$ cat src/rtl/alu_arbiter.sv
// Two-requester front end for one shared combinational ALU: grant, execute, respond.
// Define ALU_ARB_FIXED_PRIO_EN for fixed priority (requester 0 wins); default is round-robin.
module alu_arbiter #(
    parameter int DATA_W = 32,
    parameter int NREQ   = 2
) (
    input  logic                   clk,
    input  logic                   rst_n,
    input  logic [NREQ-1:0]        ReqValid,
    output logic [NREQ-1:0]        ReqReady,
    input  logic [4*NREQ-1:0]      ReqOp,
    input  logic [NREQ*DATA_W-1:0] ReqA,
    input  logic [NREQ*DATA_W-1:0] ReqB,
    output logic [3:0]             AluOperation,
    output logic [DATA_W-1:0]      AluA,
    output logic [DATA_W-1:0]      AluB,
    input  logic [DATA_W-1:0]      AluResult,
    input  logic                   AluZero,
    output logic                   RespValid,
    input  logic                   RespReady,
    output logic                   RespId,
    output logic [DATA_W-1:0]      RespResult,
    output logic                   RespZero
);

    typedef enum logic [1:0] {
        ST_IDLE = 2'd0,
        ST_EXEC = 2'd1,
        ST_RESP = 2'd2
    } state_t;

    state_t state_reg, state_next;

    logic [3:0]        op_reg;
    logic [DATA_W-1:0] a_reg;
    logic [DATA_W-1:0] b_reg;
    logic              id_reg;
    logic [DATA_W-1:0] result_reg;
    logic              zero_reg;

    logic [3:0]        req_op [NREQ];
    logic [DATA_W-1:0] req_a  [NREQ];
    logic [DATA_W-1:0] req_b  [NREQ];

    logic any_valid;
    logic gnt_id;
    logic grant;

    genvar gi;
    generate
        for (gi = 0; gi < NREQ; gi++) begin : g_unpack
            assign req_op[gi] = ReqOp[gi*4 +: 4];
            assign req_a[gi]  = ReqA[gi*DATA_W +: DATA_W];
            assign req_b[gi]  = ReqB[gi*DATA_W +: DATA_W];
        end
    endgenerate

    assign any_valid = |ReqValid;

`ifdef ALU_ARB_FIXED_PRIO_EN
    always_comb begin
        gnt_id = ~ReqValid[0];
    end
`else
    logic last_gnt_reg;

    // Both valid: hand the ALU to whoever did not get it last time.
    always_comb begin
        gnt_id = ReqValid[1] & ~ReqValid[0];
        if (ReqValid[0] && ReqValid[1]) begin
            gnt_id = ~last_gnt_reg;
        end
    end

    always_ff @(posedge clk or negedge rst_n) begin
        if (!rst_n) begin
            last_gnt_reg <= 1'b1;
        end else if (grant) begin
            last_gnt_reg <= gnt_id;
        end
    end
`endif

    // Gating with rst_n keeps ReqReady low while reset is asserted.
    assign grant = rst_n && (state_reg == ST_IDLE) && any_valid;

    generate
        for (gi = 0; gi < NREQ; gi++) begin : g_ready
            assign ReqReady[gi] = grant && (gnt_id == 1'(gi));
        end
    endgenerate

    always_comb begin
        state_next = state_reg;
        case (state_reg)
            ST_IDLE: if (any_valid) state_next = ST_EXEC;
            ST_EXEC: state_next = ST_RESP;
            ST_RESP: if (RespReady) state_next = ST_IDLE;
            default: state_next = ST_IDLE;
        endcase
    end

    always_ff @(posedge clk or negedge rst_n) begin
        if (!rst_n) begin
            state_reg <= ST_IDLE;
        end else begin
            state_reg <= state_next;
        end
    end

    always_ff @(posedge clk or negedge rst_n) begin
        if (!rst_n) begin
            op_reg <= '0;
            a_reg  <= '0;
            b_reg  <= '0;
            id_reg <= 1'b0;
        end else if (grant) begin
            op_reg <= req_op[gnt_id];
            a_reg  <= req_a[gnt_id];
            b_reg  <= req_b[gnt_id];
            id_reg <= gnt_id;
        end
    end

    always_ff @(posedge clk or negedge rst_n) begin
        if (!rst_n) begin
            result_reg <= '0;
            zero_reg   <= 1'b0;
        end else if (state_reg == ST_EXEC) begin
            result_reg <= AluResult;
            zero_reg   <= AluZero;
        end
    end

    assign AluOperation = op_reg;
    assign AluA         = a_reg;
    assign AluB         = b_reg;
    assign RespValid    = (state_reg == ST_RESP);
    assign RespId       = id_reg;
    assign RespResult   = result_reg;
    assign RespZero     = zero_reg;

endmodule

$ cat config.mk
export PLATFORM = sky130hd
export DESIGN_NAME = alu_arbiter
export DESIGN_NICKNAME = d
export VERILOG_FILES = /design/src/rtl/alu_arbiter.sv
export SDC_FILE = /design/constraint.sdc
export NUM_CORES = 1
export LEC_CHECK = 0
export ABC_AREA = 1
export CORE_MARGIN = 4
export CORE_UTILIZATION = 39
export CTS_CLUSTER_DIAMETER = 60
export CTS_CLUSTER_SIZE = 25
export DETAILED_ROUTE_END_ITERATION = 6
export PLACE_DENSITY = 0.79
export SETUP_SLACK_MARGIN = 0.02
export SYNTH_ARGS = -nofsm -noshare
export SYNTH_HDL_FRONTEND = slang
export SYNTH_SLANG_ARGS = --single-unit
$ cat constraint.sdc
create_clock -name clk -period 1.79 [get_ports clk]
set_clock_uncertainty 0.05 [all_clocks]
set_input_delay 0.179 -clock clk [delete_from_list [all_inputs] [get_ports clk]]
set_output_delay 0.179 -clock clk [all_outputs]
set_load 0.01 [all_outputs]
==> impl_metrics.yaml <==
yosys:
  ys_seq_area_share_pct: 52.4
  yosys-top-cells-area: "dfrtp_1 (52%), nand2_1 (31%), nand3_1 (10%)"
  synth_seq_cells: 105
  avgSynthCellArea_um2: 7.37
  ys_types: 19
  syn-cell-area_um2: 5020
  yosysTopAreaCellShare_pct: 51.9
  synth_nets: 855
  synth_cells: 681
  yosys_warnings: 0
  synth_area_leader_cell: "dfrtp_1"
power:
  switchingPower_mw: 4.43
  p_seq_share_pct: 32.9
  power_mw: 12.4
  ir_drop_mv: 0.800
  switching_share_pct: 35.7
  power_per_cell_area_nw_per_um2: 1490
  combPwrFrac_pct: 47.7
  p_int_mw: 8.00
  p_leak_nw: 4.19
  power_frac_clock_pct: 19.4
final_layout:
  multiInputGateArea_um2: 2130
  nFillCells: 1100
  nets: 1118
  fin_cells: 1121
  final_common_cell: "nand2_1"
  drive_gt1_share_pct: 4.95
  final_util_pct: 66.1
  design_area_um2: 8350
  seq_area_um2: 2630
  syn2layout_area_growth_pct: 66.4
  antenna_cells: 0
  layout_common_cells: "nand2_1 (412), clkdlybuf4s50_1 (273), dfrtp_1 (104)"
sta:
  slew_headroom_pct: 47.3
  finalSetupViolations: 0
  whs_ps: 333
  finalCriticalPeriod_ps: 1690
  tightest_slew_ps: 791
  drv_slew: 0
  rsz0062_at_grt: "false"
  finalHoldViolCount: 0
  final_min_period_over_clock_period_pct: 94.6
  max_freq_mhz: 591
floorplan:
  die_area_um2: 14700
  die_w_um: 121
  initial_core_util_pct: 39.7
  ios: 279
  rows: 41
  fp.coreArea_um2: 12600
  fp.dieH_um: 121
critical_path:
  r2r-start: "last_gnt_reg"
  cp_top_family: "flip-flops"
  cp.required_ps: 1560
  reg2reg_depth: 8
  endpoint_kind: "output port"
  cp_slowest_cell: "dfrtp_1"
  reg2reg_to: "AluB[0]"
  critPathMaxFanout: 3
  start_kind: "register"
  r2r_slack_ps: 250
  path_class: "reg -> out"
  crit_chain: "nor2_4 -> nand3_2 -> a21oi_1 -> dlygate4sd2_1"
  cp_data_arrival_time_ps: 1460
  cpPeakStageDelay_ps: 420
  crit_path_end: "ReqReady[0]"
  cp.depth: 4
  critical_path_buf_inv_count: 1
  crit_start: "state_reg[1]"
clocking:
  clkLatencyLatePin_ps: 350
  cts_tree: "built"
  cts.htree.levels: 3
  cts.clk_slew.worst_paths_ps: 70
  clock_path_buffers: 2
  cts_setup_buffers: 0
  cts_buffers: 9
  cts_sinks: 105
  root_buffer: "clkbuf_16"
grt:
  antenna_found_initial: 0
  grt_pass1_vias: 5173
  grt_pass1_wl_mm: 26.3
  grt_use_total_pct: 22.8
  overflow: 0
  grt_max_degree: 62
placed_design:
  post_dp_cell_area_um2: 7970
  numPlacedInstances: 1104
  gp_congestion: 0.772
  hpwlAfterDp_mm: 12.4
  port_buffers: 278
route:
  ant_nets: 0
  first_iter_violations: 313
  avgViaCountPerCell: 4.70
  vias: 5273
  dr.pass1.iters: 4
  routedWlPerCell_um: 15.2
  drt-total-wl_mm: 17.0
  drc: 0
run:
  cap_violations: 0
hold_path:
  min_path_type: "in -> reg"
  min_path_cells: 3
run_status:
  outcome: "finished clean"
## per-stage QoR
stage | TNS (ps) | setup slack [ps]
global placement | 0 | 10.0
detailed placement | -10.1 | -10.1
CTS | 0 | 74.2
floorplan | 0 | 421
global route | 0 | 23.4
finish | 0 | 96.8
## Yosys cell counts, drive strengths merged
cell type and instances:
inv 5, buf 32, nand2 415, nor2 4, a21oi 1, dfstp 1
clkbuf 14, o21ai 2, dfrtp 104, nand3 102, nor3 1
## what timing repair did
item / CTS / global route
hold buffers: 1 / 0
hold endpoints to repair: 43 / 0
pin swaps: 0 / 1
endpoints found under the setup margin: 3 / 1
gates resized for setup: 3 / 0
## worst reg2reg max path, stage by stage, from the launching register on
cell     delay [ps]
dfstp_2         560
nand2_2          80
nand2_2          70
buf_4           120
buf_4           290
nand2_1         120
nand2_1          80
nand2_1          50
nand2_1          70
## kinds of logic after synthesis
family,synth area share [%]
AO/OA/AOI/OAI,0.299
buffers and inverters,5.21
flip-flops,52.4
AND/OR/NAND/NOR,42.1
## area by class of cell
class,instances,area share (%)
timing repair buffer,298,35.8
sequential,105,31.5
multi-input combinational,525,25.5
clock buffer,9,2.70
tap,172,2.58
clock inverter,7,1.69
inverter,5,0.225
## layer usage
layer,part of all wire (%),track usage (%),vias up
li1,-,-,2640
met1,38,24.9,2406
met2,51,40.7,190
met3,7.7,7.41,37
met4,3.2,9.03,0
met5,0,0,-
## how the worst min path moves through the flow
stage                       start             end  slack (ps)
global placement            rst_n        AluA[30]         320
CTS                  AluResult[6]   RespResult[6]         320
finish               AluResult[6]   RespResult[6]         330
global route        AluResult[19]  RespResult[19]         330
detailed placement          rst_n        AluA[30]         330
floorplan                   rst_n         AluA[0]        -170
## power groups by stage
stage	logic (mW)	clock network [mW]	registers (mW)
after floorplan	2.13	0	4.57
after global placement	5.91	0	4.06
after detailed placement	6.01	0	4.10
after CTS	6.02	2.45	4.10
after global routing	6.49	2.55	4.22
final	5.93	2.41	4.09
Power figures use the tool's default switching activity.
